`config.mk`:
```
export PLATFORM = sky130hd
export DESIGN_NAME = phase_scan_ctrl
export DESIGN_NICKNAME = d
export VERILOG_FILES = /design/src/rtl/phase_scan_ctrl_pkg.sv /design/src/rtl/phase_scan_ctrl_win.sv /design/src/rtl/phase_scan_ctrl.sv
export SDC_FILE = /design/constraint.sdc
export NUM_CORES = 1
export LEC_CHECK = 0
export CAP_MARGIN = 20
export CORE_MARGIN = 3
export CORE_UTILIZATION = 35
export DETAILED_ROUTE_END_ITERATION = 8
export PLACE_DENSITY = 0.66
export SYNTH_ARGS = -nofsm -noshare
export SYNTH_HDL_FRONTEND = slang
export SYNTH_SLANG_ARGS = --single-unit
export TNS_END_PERCENT = 30
```
`constraint.sdc`:
```
create_clock -name clock -period 9.48 [get_ports clock]
set_clock_uncertainty 0.15 [all_clocks]
set_input_delay 0.948 -clock clock [delete_from_list [all_inputs] [get_ports clock]]
set_output_delay 0.948 -clock clock [all_outputs]
set_load 0.01 [all_outputs]
```
`src/rtl/phase_scan_ctrl_pkg.sv`:
```
// Shared encodings for the DCM phase scanner: FSM states, phaser unfire code, DCM zero-shift phase.
package phase_scan_ctrl_pkg;

  typedef enum logic [2:0] {
    ST_IDLE   = 3'd0,
    ST_CHECK  = 3'd1,
    ST_FIRE   = 3'd2,
    ST_UNFIRE = 3'd3,
    ST_SETTLE = 3'd4,
    ST_DWELL  = 3'd5,
    ST_EVAL   = 3'd6,
    ST_DONE   = 3'd7
  } scan_state_e;

  // Phaser state-vector value meaning "shift complete, waiting for fire to drop".
  localparam logic [2:0] PS_SM_UNFIRE = 3'h6;

  localparam int PHASE_OFFSET = 32;

endpackage

```
`src/rtl/phase_scan_ctrl_win.sv`:
```
// scan_win_tracker: longest consecutive zero-error run; ties keep the earliest run.
// Only instantiated when PHASE_SCAN_WINDOW_EN is defined.
module scan_win_tracker
  import phase_scan_ctrl_pkg::*;
#(
  parameter int MXPHASE = 6
) (
  input  logic               clk,
  input  logic               rst_n,
  input  logic               clear_i,
  input  logic               eval_i,
  input  logic               zero_i,
  input  logic [MXPHASE-1:0] phase_i,
  output logic               best_found_o,
  output logic [MXPHASE-1:0] best_phase_o,
  output logic [MXPHASE-1:0] win_len_o
);

  localparam logic [MXPHASE-1:0] PHASE_ZERO = MXPHASE'(PHASE_OFFSET);

  logic               run_act_q;
  logic [MXPHASE-1:0] run_first_q;
  logic [MXPHASE-1:0] run_len_q;
  logic               best_found_q;
  logic [MXPHASE-1:0] best_first_q;
  logic [MXPHASE-1:0] best_last_q;
  logic [MXPHASE-1:0] best_len_q;

  logic [MXPHASE-1:0] cand_first_d;
  logic [MXPHASE-1:0] cand_len_d;
  logic [MXPHASE:0]   mid_sum_d;

  // NOTE: every always_comb output gets a value before any branch, so no latch is inferred.
  always_comb begin
    cand_first_d = phase_i;
    cand_len_d   = MXPHASE'(1);
    if (run_act_q) begin
      cand_first_d = run_first_q;
      cand_len_d   = (run_len_q == '1) ? run_len_q : run_len_q + MXPHASE'(1);
    end
  end

  // NOTE: reset is asynchronous active-low; state updates use <= so all reads see pre-edge values.
  always_ff @(posedge clk or negedge rst_n) begin
    if (!rst_n) begin
      run_act_q    <= 1'b0;
      run_first_q  <= '0;
      run_len_q    <= '0;
      best_found_q <= 1'b0;
      best_first_q <= PHASE_ZERO;
      best_last_q  <= PHASE_ZERO;
      best_len_q   <= '0;
    end else if (clear_i) begin
      run_act_q    <= 1'b0;
      run_first_q  <= '0;
      run_len_q    <= '0;
      best_found_q <= 1'b0;
      best_first_q <= PHASE_ZERO;
      best_last_q  <= PHASE_ZERO;
      best_len_q   <= '0;
    end else if (eval_i) begin
      if (zero_i) begin
        run_act_q   <= 1'b1;
        run_first_q <= cand_first_d;
        run_len_q   <= cand_len_d;
        // Strictly longer only, so an equal later run never displaces the earlier one.
        if (cand_len_d > best_len_q) begin
          best_found_q <= 1'b1;
          best_first_q <= cand_first_d;
          best_last_q  <= phase_i;
          best_len_q   <= cand_len_d;
        end
      end else begin
        run_act_q <= 1'b0;
      end
    end
  end

  assign mid_sum_d    = {1'b0, best_first_q} + {1'b0, best_last_q};
  assign best_phase_o = mid_sum_d[MXPHASE:1];
  assign best_found_o = best_found_q;
  assign win_len_o    = best_len_q;

endmodule

```
`src/rtl/phase_scan_ctrl.sv`:
```
// Automatic DCM phase scanner driving the DPS phaser; reports the best zero-error phase.
// Define PHASE_SCAN_WINDOW_EN to centre on the longest zero-error run instead of the first clean point.
module phase_scan_ctrl
  import phase_scan_ctrl_pkg::*;
#(
  parameter int MXPHASE  = 6,
  parameter int MXDWELL  = 16,
  parameter int MXERRCNT = 8,
  parameter int SETTLE   = 8,
  parameter int TIMEOUT  = 4095
) (
  input  logic                clock,
  input  logic                global_reset_n,
  input  logic                scan_start,
  input  logic                scan_abort,
  input  logic [MXPHASE-1:0]  phase_first,
  input  logic [MXPHASE-1:0]  phase_last,
  input  logic [MXPHASE-1:0]  phase_step,
  input  logic [MXDWELL-1:0]  dwell,
  input  logic                err_in,
  input  logic                ps_busy,
  input  logic [2:0]          ps_sm_vec,
  output logic                ps_fire,
  output logic                ps_reset,
  output logic [MXPHASE-1:0]  ps_phase,
  output logic                scan_busy,
  output logic                scan_done,
  output logic                scan_err,
  output logic [MXPHASE-1:0]  best_phase,
  output logic                best_found,
  output logic [MXPHASE-1:0]  win_len,
  output logic [MXERRCNT-1:0] last_errcnt
);

  localparam int                 TMOW       = $clog2(TIMEOUT + 1);
  localparam logic [MXPHASE-1:0] PHASE_ZERO = MXPHASE'(PHASE_OFFSET);

  scan_state_e         state_q;
  logic                ps_fire_q;
  logic                ps_reset_q;
  logic [MXPHASE-1:0]  ps_phase_q;
  logic                scan_busy_q;
  logic                scan_done_q;
  logic                scan_err_q;
  logic                park_q;
  logic [MXPHASE-1:0]  last_q;
  logic [MXPHASE-1:0]  step_q;
  logic [MXDWELL-1:0]  dwell_q;
  logic [MXDWELL-1:0]  cnt_q;
  logic [TMOW-1:0]     tmo_q;
  logic [MXERRCNT-1:0] errcnt_q;
  logic [MXERRCNT-1:0] last_errcnt_q;

  logic [MXPHASE:0]    next_phase_d;
  logic                scan_end_d;
  logic                timeout_d;
  logic                abort_d;
  logic                clear_d;
  logic                eval_d;
  logic                zero_d;
  logic [MXERRCNT-1:0] errcnt_d;

  logic                best_found_w;
  logic [MXPHASE-1:0]  best_phase_w;
  logic [MXPHASE-1:0]  win_len_w;

  // One extra bit so a step past 63 shows up as a carry rather than wrapping.
  assign next_phase_d = {1'b0, ps_phase_q} + {1'b0, step_q};
  assign scan_end_d   = next_phase_d[MXPHASE] || (next_phase_d[MXPHASE-1:0] > last_q);
  assign timeout_d    = (tmo_q == TMOW'(TIMEOUT - 1));
  assign abort_d      = scan_abort && (state_q != ST_IDLE);
  assign clear_d      = (state_q == ST_IDLE) && scan_start && !scan_abort;
  assign eval_d       = (state_q == ST_EVAL) && !scan_abort;
  assign zero_d       = (errcnt_q == '0);
  assign errcnt_d     = (err_in && (errcnt_q != '1)) ? errcnt_q + MXERRCNT'(1) : errcnt_q;

`ifdef PHASE_SCAN_WINDOW_EN
  scan_win_tracker #(
    .MXPHASE (MXPHASE)
  ) u_win (
    .clk          (clock),
    .rst_n        (global_reset_n),
    .clear_i      (clear_d),
    .eval_i       (eval_d),
    .zero_i       (zero_d),
    .phase_i      (ps_phase_q),
    .best_found_o (best_found_w),
    .best_phase_o (best_phase_w),
    .win_len_o    (win_len_w)
  );
`else
  logic               best_found_q;
  logic [MXPHASE-1:0] best_phase_q;

  always_ff @(posedge clock or negedge global_reset_n) begin
    if (!global_reset_n) begin
      best_found_q <= 1'b0;
      best_phase_q <= PHASE_ZERO;
    end else if (clear_d) begin
      best_found_q <= 1'b0;
      best_phase_q <= PHASE_ZERO;
    end else if (eval_d && zero_d && !best_found_q) begin
      best_found_q <= 1'b1;
      best_phase_q <= ps_phase_q;
    end
  end

  assign best_found_w = best_found_q;
  assign best_phase_w = best_phase_q;
  assign win_len_w    = '0;
`endif

  always_ff @(posedge clock or negedge global_reset_n) begin
    if (!global_reset_n) begin
      state_q       <= ST_IDLE;
      ps_fire_q     <= 1'b0;
      ps_reset_q    <= 1'b0;
      ps_phase_q    <= PHASE_ZERO;
      scan_busy_q   <= 1'b0;
      scan_done_q   <= 1'b0;
      scan_err_q    <= 1'b0;
      park_q        <= 1'b0;
      last_q        <= '0;
      step_q        <= '0;
      dwell_q       <= '0;
      cnt_q         <= '0;
      tmo_q         <= '0;
      errcnt_q      <= '0;
      last_errcnt_q <= '0;
    end else begin
      ps_reset_q <= 1'b0;
      if (abort_d) begin
        ps_fire_q   <= 1'b0;
        ps_reset_q  <= 1'b1;
        scan_busy_q <= 1'b0;
        park_q      <= 1'b0;
        state_q     <= ST_IDLE;
      end else if (((state_q == ST_FIRE) || (state_q == ST_UNFIRE)) && timeout_d) begin
        ps_fire_q  <= 1'b0;
        ps_reset_q <= 1'b1;
        scan_err_q <= 1'b1;
        state_q    <= ST_DONE;
      end else begin
        unique case (state_q)
          ST_IDLE: begin
            if (clear_d) begin
              scan_done_q   <= 1'b0;
              scan_err_q    <= 1'b0;
              scan_busy_q   <= 1'b1;
              park_q        <= 1'b0;
              last_errcnt_q <= '0;
              state_q       <= ST_CHECK;
            end
          end
          ST_CHECK: begin
            last_q  <= phase_last;
            step_q  <= (phase_step == '0) ? MXPHASE'(1) : phase_step;
            dwell_q <= (dwell == '0) ? MXDWELL'(1) : dwell;
            if (phase_first > phase_last) begin
              scan_err_q <= 1'b1;
              state_q    <= ST_DONE;
            end else begin
              ps_phase_q <= phase_first;
              ps_fire_q  <= 1'b1;
              tmo_q      <= '0;
              state_q    <= ST_FIRE;
            end
          end
          ST_FIRE: begin
            tmo_q <= tmo_q + TMOW'(1);
            if (ps_sm_vec == PS_SM_UNFIRE) begin
              ps_fire_q <= 1'b0;
              state_q   <= ST_UNFIRE;
            end
          end
          ST_UNFIRE: begin
            tmo_q <= tmo_q + TMOW'(1);
            if (!ps_busy) begin
              cnt_q   <= '0;
              state_q <= park_q ? ST_DONE : ST_SETTLE;
            end
          end
          ST_SETTLE: begin
            if (cnt_q == MXDWELL'(SETTLE - 1)) begin
              cnt_q    <= '0;
              errcnt_q <= '0;
              state_q  <= ST_DWELL;
            end else begin
              cnt_q <= cnt_q + MXDWELL'(1);
            end
          end
          ST_DWELL: begin
            errcnt_q <= errcnt_d;
            if (cnt_q == dwell_q - MXDWELL'(1)) begin
              state_q <= ST_EVAL;
            end else begin
              cnt_q <= cnt_q + MXDWELL'(1);
            end
          end
          ST_EVAL: begin
            last_errcnt_q <= errcnt_q;
            if (scan_end_d) begin
              state_q <= ST_DONE;
            end else begin
              ps_phase_q <= next_phase_d[MXPHASE-1:0];
              ps_fire_q  <= 1'b1;
              tmo_q      <= '0;
              state_q    <= ST_FIRE;
            end
          end
          ST_DONE: begin
            // First pass through DONE parks the phaser on the result, second pass finishes.
            if (best_found_w && !park_q && !scan_err_q) begin
              park_q     <= 1'b1;
              ps_phase_q <= best_phase_w;
              ps_fire_q  <= 1'b1;
              tmo_q      <= '0;
              state_q    <= ST_FIRE;
            end else begin
              scan_done_q <= 1'b1;
              scan_busy_q <= 1'b0;
              park_q      <= 1'b0;
              state_q     <= ST_IDLE;
            end
          end
          default: state_q <= ST_IDLE;
        endcase
      end
    end
  end

  assign ps_fire     = ps_fire_q;
  assign ps_reset    = ps_reset_q;
  assign ps_phase    = ps_phase_q;
  assign scan_busy   = scan_busy_q;
  assign scan_done   = scan_done_q;
  assign scan_err    = scan_err_q;
  assign best_phase  = best_phase_w;
  assign best_found  = best_found_w;
  assign win_len     = win_len_w;
  assign last_errcnt = last_errcnt_q;

endmodule

```
Yosys cells after proc, flatten, opt, wreduce, memory -nomap -nowiden
Index checks and enable logic that the tools add are counted.

storage, ports and cells
  register bits = 94
  input port bits = 43
  output and inout bits = 32
  word-level logic and storage cells = 163

cells by class
  add/subtract/negate cells = 5
  magnitude comparators = 2
  equal/unequal tests = 34
  mux-type cells = 59
  bitwise operators = 2
  reductions and logical operators = 44

operator list
  operator               count
  $mux 16                4
  $pmux 12 s4            1
  $pmux 16 s3            1
  $mux 12                3
  $mux 6                 6
  $pmux 8 s2             2
  $mux 3                 9
  $reduce_and 5->1       5
  $mux 8                 3
  $pmux 3 s8             1
  $mux 1                 21
  $ne 2x2->1 const B     10
  $pmux 6 s3             1
  $add 16x1->16 const B  1
  $eq 16x16->1           1
  $eq 16x3->1 const B    1
  $logic_not 16->1       1
  $ne 4x4->1 const B     4
  $sub 16x1->16 const B  1
  $eq 3x3->1 const B     5
  $reduce_bool 3->1      5
  $add 12x1->12 const B  1
  $eq 12x12->1 const B   1
  $gt 6x6->1             2
  26 further kinds       56

Logic depth before layout (Yosys ltp)
Gate-level depths: netlist (run 1).

  depth in word-level cells = 7
  depth in mapped cells = 17
  gate-level depth less buffers = 16

Worst setup path before layout (run 1)
Ideal clock, no wire load.

  path kind = register to register
  from = register ps_phase_q[0], in the netlist ps_phase[0]
  to = register tmo_q[10]
  setup time = 0.132 ns
  arrival = 3.338 ns
  data required time = 9.198 ns
  path slack = 5.861 ns
  cell stages (with the launch flop) = 16
  path buffers = 1
  clock period less this slack = 3.619 ns
  cell sequence = dfrtp_1 -> ha_1 -> inv_1 -> fa_1 -> nor2b_1 -> o21ai_0 -> a21boi_0 -> nor2_1 -> ha_1 -> a21oi_1 -> nor2b_1 -> o32ai_1 -> a31oi_1 -> nor4_2 -> clkbuf_1 -> nor2_1

on the way
  cells in the longest elaborated chain, start to end = 5

RTL lines
  element                              line                    text
  start, declared                      phase_scan_ctrl.sv:41   logic [MXPHASE-1:0] ps_phase_q;
  start signal, assigned               phase_scan_ctrl.sv:163  ps_phase_q <= phase_first;
  start signal, assigned               phase_scan_ctrl.sv:205  ps_phase_q <= next_phase_d[MXPHASE-1:0];
  start signal, assigned               phase_scan_ctrl.sv:215  ps_phase_q <= best_phase_w;
  $add 6x6->7 *                        phase_scan_ctrl.sv:68   assign next_phase_d = {1'b0, ps_phase_q} + {1'b0, step_q};
  $gt 6x6->1                           phase_scan_ctrl.sv:69   assign scan_end_d = next_phase_d[MXPHASE] || (next_phase_d[MXPHASE-1:0] > last_q);
  $logic_or 1x1->1 *                   phase_scan_ctrl.sv:69
  $ne 2x2->1 (no source line) *        --
  $reduce_and 6->1 (no source line) *  --
  end signal, assigned                 phase_scan_ctrl.sv:170  tmo_q <= tmo_q + TMOW'(1);
  end signal, assigned                 phase_scan_ctrl.sv:177  tmo_q <= tmo_q + TMOW'(1);
  end, declared                        phase_scan_ctrl.sv:50   logic [TMOW-1:0] tmo_q;

Every way passes the cells marked *; elsewhere a longest branch is shown, timed or not.
A chain may end at the register's enable or synchronous reset.

Worst setup path in the final report (run 1)
  from = register ps_phase_q[0], in the netlist ps_phase[0]
  to = register ps_phase_q[0], in the netlist ps_phase[0]

on the way
  cells in the longest elaborated chain, start to end = 5
  elaborated cells on any way between the ends = 7
  classes of those cells = add/sub: 1; order compare: 1; eq/ne: 1; mux: 2; reduce/logical: 2

RTL lines
  element                            line
  $add 6x6->7 *                      phase_scan_ctrl.sv:68
  $gt 6x6->1                         phase_scan_ctrl.sv:69
  $logic_or 1x1->1                   phase_scan_ctrl.sv:69
  $ne 2x2->1 (no source line)        --
  $reduce_and 6->1 (no source line)  --

Every way passes the cells marked *; elsewhere a longest branch is shown, timed or not. The select of a mux whose other input is x is not followed.

==> results of run 1 <==
## state kept, by name (all words and copies together), names as in the netlist, 3 cells and up
register,flops
state_q,3
dwell_q,16
tmo_q,12
last_q,6
ps_phase,6
errcnt_q,8
step_q,6
cnt_q,16
best_phase,6
last_errcnt,8
## cell usage in the layout, fill, tap and decap left out, drive strengths merged, types with 5 or more instances in the layout
cell type,synthesis,final
dfrtp,92,92
nand2,72,72
o21ai,72,72
clkdlybuf4s50,0,67
nor2,51,51
inv,33,34
mux2,27,27
a21oi,25,25
ha,24,24
nand3,19,19
xnor2,17,17
nor3,16,16
nand2b,13,13
nand4,13,13
nor4,13,13
and3,12,12
xor2,12,12
clkbuf,20,10
o31ai,10,10
or3,9,9
a31oi,8,8
buf,14,8
a21o,6,6
conb,1,6
mux2i,5,5
## power breakdown
group / internal, mW / total [mW] / switching [mW] / leakage (nW)
clock network: 0.267 / 0.432 / 0.165 / 0.173
logic: 0.440 / 0.922 / 0.482 / 1.54
registers: 0.525 / 0.677 / 0.151 / 1.22
## final timing paths
kind | start | endpoint | slack (ps) | cells after the start
min | last_q[1] | last_q[1] | 340 | 2
max reg2reg | ps_phase[0] | ps_phase[0] | 5570 | 16
min in group asynchronous | global_reset_n | last_q[2] | 360 | 1
max | ps_phase[0] | ps_phase[0] | 5570 | 16
max in group asynchronous | global_reset_n | cnt_q[9] | 7650 | 2
min reg2reg | last_q[1] | last_q[1] | 340 | 2
## critical path, delay by kind of cell (launching register included)
family          cells  cell delay [ps]
fa+ha+maj           3              870
compound gates      5              840
simple gates        4              640
buf+inv             3              530
flops               1              380
mux                 1              360
## routing by layer
metal / part of all wire / GRT usage
met1: 0.49 / 0.2300
met2: 0.45 / 0.2435
met3: 0.043 / 0.02832
met4: 0.016 / 0.05826
met5: 0 / 0
## cell families after synthesis
logic type / synth area share
and+or+nand+nor: 0.2190
muxes: 0.06111
DFF: 0.4064
buffers and inverters: 0.05226
AOI/OAI and AO/OA: 0.1615
adders and majority gates: 0.05528
other: 0.0006472
xor gates and xnor gates: 0.04383
## area by class of cell
class                   instances  area [µm²]
fillers                      1543        9061
multi-input cells             484        3162
flip-flops and latches         94        2355
repair buffers                 75       730.7
well taps                     216       270.3
clock buffers                  10       239.0
inverters                      33       123.9
clock inverters                 6       116.4
## per-stage QoR
stage | hold slack [ps] | power [mW]
6_report | 338.2 | 2.031
5_1_grt | 362.0 | 2.201
4_1_cts | 339.0 | 2.041
3_5_place_dp | 323.5 | 1.602
3_3_place_gp | 315.4 | 1.590
2_1_floorplan | 299.8 | 1.326
==> run metrics, run 1 <==
clock period minus worst slack=between 3000 and 4000 ps; most frequent cells after synthesis=92 x dfrtp_1, 72 x nand2_1, 52 x o21ai_0; Rel. slew slack=0.4189; PnR worst setup slack=5568 ps; Layout area overhead=20.75%; largest net degree at the start of global routing=66; Routed Antenna Nets=0; Num Clock Sinks=94; dpl hpwl=a little over 10000 µm; Initial Utilization=0.3608; first drt pass iteration count=5; design area=between 6000 and 7000 µm²; Yosys warnings=0; Final Max Slew Viols=0; dpl cell area=6634 µm²; RSZ-0062 raised after global routing=false; All-Layer GR Usage=0.1604; CP Launch Type=flip-flop; Worst Path Required=9560 ps; Max Cap Viol=0; DR vias/cell=~5.2; clock input transition at the sequential cells of the worst setup and hold paths=70 ps; crit path kind=flip-flop to flip-flop; GPL Wtd Cong=around 0.85; clk buf depth=2; Hold Buf Count CTS=0; wire per inst=around 15 µm; First DRT Iteration DRCs=328; outcome=complete, no violations; num rows=46; Crit path arrival time=around 4000 ps; root buffer cell=clkbuf_16; port bufs=68; Die W=134.7 µm; Synth Instances=640; CP endpoint kind=flip-flop; GRT overflow=0; Setup Fix Bufs, Post-CTS=0; Post-synth EDFFs=0; worst path cell trace=ha_1 -> inv_1 -> fa_1 -> nor2b_1 -> o21ai_0 -> a21boi_0 -> nor2_1 -> ha_1 -> a21oi_1 -> nor2b_1 -> o32ai_1 -> a31oi_1 -> buf_4 -> nor4_2 -> buf_4 -> mux2_2; Synth Area per Inst=9.054 µm²; H-tree levels=3; CP peak stage delay=slightly below 400 ps; commonest register cell after synthesis=dfrtp_1; via count=4774; Worst Path Max Fanout=15; period utilisation layout=0.4126; diode count=0; FFs w/ async S/R, synth=1.000; Post-CTS Resized=0; slowest CP cell=fa_1; count leader, synth=dfrtp_1; wirelength, routed=13880 µm; DP Cell Count=901; synthesized flop and latch total=94; pwr/cell area=slightly below 300 nW/µm²; Final Net Count=765; Non-Filler Instances=between 900 and 1000; die area=roughly 18000 µm²; Final Hold Viols=0; cell taking the most area after synthesis=dfrtp_1; DRC errors left=0; total negative slack=0 ps; endpoints failing setup=0; pre-CTS WS=~5600 ps; I/O pin count=75; Worst Max-Slew Pin Slew=871.6 ps; fraction of layout cells with a size suffix above 1=0.1154; Max Clk Rate=0.2557 GHz; Cell Area, Synth=slightly below 6000 µm²; die height=134.7 µm; worst skew pair latency=350 ps; Num CTS Buffers=9; TritonCTS clock tree=yes; Lkg Pwr=2.933 nW; Final Util=0.4357; antenna violations before repair=0; maximum VDD drop=between 0.1 and 0.15 mV; sequential area share after synthesis=0.4064; global-route wire length before repair=23450 µm; Yosys top cell area share=0.3973; largest cells by area after synthesis=dfrtp_1 40%, mux2_2 5.2%, ha_1 5.2%; area of the core=16060 µm²; min-delay worst type=flip-flop to flip-flop; vias in the first global route=4573; Cell variety after synth=~70
Power figures use the tool's default switching activity.
==> run 2, diff against run 1 <==
clock period = 3.72 ns   (was 9.48 ns; I/O delays follow)
==> run 2 against run 1 <==
First-iteration DRC count fell by 2.1%. Wire length rose by 2.5%. Combinational power increased to 2.8 times the previous value. Clock power rose to 2.5 times the previous value. Sequential share of layout area fell by 0.81 points. Sequential power rose to 2.5 times the previous value. Design area increased by 2.5%. Global-route usage about the same. Register-to-register slack got worse by 5400 ps. Non-clock buffer count grew 19. Via count grew 2.8%. Cell count increased by 2.1%. Highest routed layer unchanged.
==> run metrics, run 2 (synthesized netlist as in run 1, its figures left out) <==
outcome=complete, no violations; Die W=134.7 µm (unchanged); Worst Max-Slew Pin Slew=645.7 ps (-225.9 ps); crit path kind=flip-flop to flip-flop; wire per inst=15.18 µm (+0.46%); slowest CP cell=dfrtp_1; worst skew pair latency=350 ps (about the same); clock input transition at the sequential cells of the worst setup and hold paths=70 ps (about the same); DP Cell Count=918 (+1.9%); design area=7169 µm² (+2.5%); GRT overflow=0 (unchanged); pwr/cell area=747.6 nW/µm² (+160%); fraction of layout cells with a size suffix above 1=0.1456 (+0.03025); worst path cell trace=ha_1 -> a21o_1 -> a21oi_2 -> o21ai_0 -> a21oi_1 -> xnor2_1 -> ha_1 -> nor2b_1 -> o32ai_2 -> a31oi_2 -> or3_4 -> or3_1 -> a21oi_1; I/O pin count=75 (unchanged); GPL Wtd Cong=0.9004 (+5.7%); port bufs=68 (unchanged); global-route wire length before repair=23490 µm (+0.20%); clock power share=0.205 (-0.008); commonest non-fill, non-tap cell in the layout=dfrtp_1; TritonCTS clock tree=yes; CP Launch Type=flip-flop; r2r worst-path depth=13 (-3); area of the core=16060 µm² (unchanged); DR vias/cell=5.237 (+0.70%); num rows=46 (unchanged); clock period minus worst slack=3521 ps (-390.5 ps); Max Cap Viol=0 (unchanged); min-delay worst type=flip-flop to flip-flop; Num CTS Buffers=9 (unchanged); P_sw=2.099 mW (+160%); Final Net Count=784 (+2.5%); endpoints failing setup=0 (unchanged); antenna violations before repair=0 (unchanged); via count=4907 (+2.8%); Num Clock Sinks=94 (unchanged); Non-Filler Instances=937 (+2.1%); clk buf depth=2 (unchanged); Highest Signal Layer=met4; diode count=0 (unchanged); Regs by FF count=cnt_q (16), dwell_q (16), tmo_q (12); hold path depth=2 (unchanged); H-tree levels=3 (unchanged); root buffer cell=clkbuf_16; Max Clk Rate=0.2840 GHz (+11%); CP peak stage delay=410 ps (+20 ps); die height=134.7 µm (unchanged); largest net degree at the start of global routing=49 (-26%); die area=18130 µm² (unchanged); Initial Utilization=0.3608 (unchanged); dpl cell area=6761 µm² (+1.9%); Comb pwr share=0.476 (+0.022); Layout area overhead=23.73%; Sw Share=0.3916 (-0.001646); routed wl met2=6439 µm (+4.1%); wl on met1=6927 µm (+0.89%); Rel. slew slack=0.5695 (+0.1507); Lkg Pwr=3.031 nW (+3.3%); Flop pwr share=0.319 (-0.014); All-Layer GR Usage=0.1608 (+0.0003419); WL met3=686 µm (+15%); First DRT Iteration DRCs=321 (-2.1%); total negative slack=0 ps (unchanged); wirelength, routed=14230 µm (+2.5%); Routed Antenna Nets=0 (unchanged); Worst Path Required=3850 ps (-5710 ps); period utilisation layout=0.9465 (+0.5339); Final Hold Viols=0 (unchanged); Worst Path Max Fanout=7 (-8); maximum VDD drop=0.4150 mV (+230%); commonest cells after routing, fill and taps aside=92 x dfrtp_1, 72 x nand2_1, 67 x clkdlybuf4s50_1; vias in the first global route=4561 (-0.26%); DRC errors left=0 (unchanged); dpl hpwl=10460 µm (+2.1%); CP endpoint kind=flip-flop; internal cell power=3.261 mW (+160%); Final Max Slew Viols=0 (unchanged); first drt pass iteration count=5 (unchanged); Crit path arrival time=3650 ps (-340 ps)
run 2: changes by cell type in the layout (fill, tap and decap cells not counted), sizes merged:
cell	before	now
buf	8	26
clkinv	2	1
dlygate4sd3	0	1
inv	34	35
run 2: metal layers:
metal | global-route usage | vias up
li1 | - | 2424
met1 | 0.2339 | 2331
met5 | 0 | -
met3 | 0.03912 | 15
met4 | 0.04072 | 0
met2 | 0.2407 | 137
run 2: cell type report:
| cell class | count | area [µm²] |
|---|---|---|
| clock buffers | 10 | 239.0 |
| clock inverters | 6 | 116.4 |
| fillers | 1537 | 8889 |
| inverters | 33 | 123.9 |
| multi-input cells | 484 | 3189 |
| flip-flops and latches | 94 | 2355 |
| well taps | 216 | 270.3 |
| repair buffers | 94 | 875.8 |
run 2: critical path, delay by kind of cell (launching register included):
family / cells / cell delay, ps
DFF: 1 / 410
and+or+nand+nor: 3 / 890
xor gates and xnor gates: 1 / 180
AOI/OAI and AO/OA: 7 / 1220
adders and majority gates: 2 / 590
run 2: path summary, 6_finish.rpt:
check                      slack, ps           start       endpoint
max in group asynchronous       2170  global_reset_n  best_phase[5]
max reg2reg                      200     ps_phase[1]       tmo_q[8]
max                              200     ps_phase[1]       tmo_q[8]
min in group asynchronous        410  global_reset_n      last_q[2]
min reg2reg                      340       last_q[4]      last_q[4]
min                              340       last_q[4]      last_q[4]
run 2: stage by stage:
step / util / worst slack (ps) / total power, mW / hold slack, ps
finish: 0.4465 / 198.9 / 5.360 / 335.4
global route: 0.4465 / -30.78 / 5.780 / 358.1
CTS: 0.4441 / 31.58 / 5.299 / 344.7
detailed placement: 0.4211 / -11.39 / 4.178 / 287.0
global placement: 0.4211 / 89.32 / 4.134 / 289.8
floorplan: - / 100.5 / 3.380 / -73.59
run 2: power groups by stage:
stage | logic [mW] | clock network (mW) | registers, mW
6_report | 2.55 | 1.10 | 1.71
5_1_grt | 2.85 | 1.17 | 1.76
4_1_cts | 2.46 | 1.13 | 1.71
3_5_place_dp | 2.45 | 0 | 1.73
3_3_place_gp | 2.41 | 0 | 1.72
2_1_floorplan | 1.77 | 0 | 1.61
run 2: what timing repair did:
item	in CTS	in global routing
pin swaps	0	4
setup buffers	0	2
setup endpoints to repair	1	18
hold buffers	1	0
gates cloned	0	0
resized for setup	1	6
hold endpoints to repair	45	0
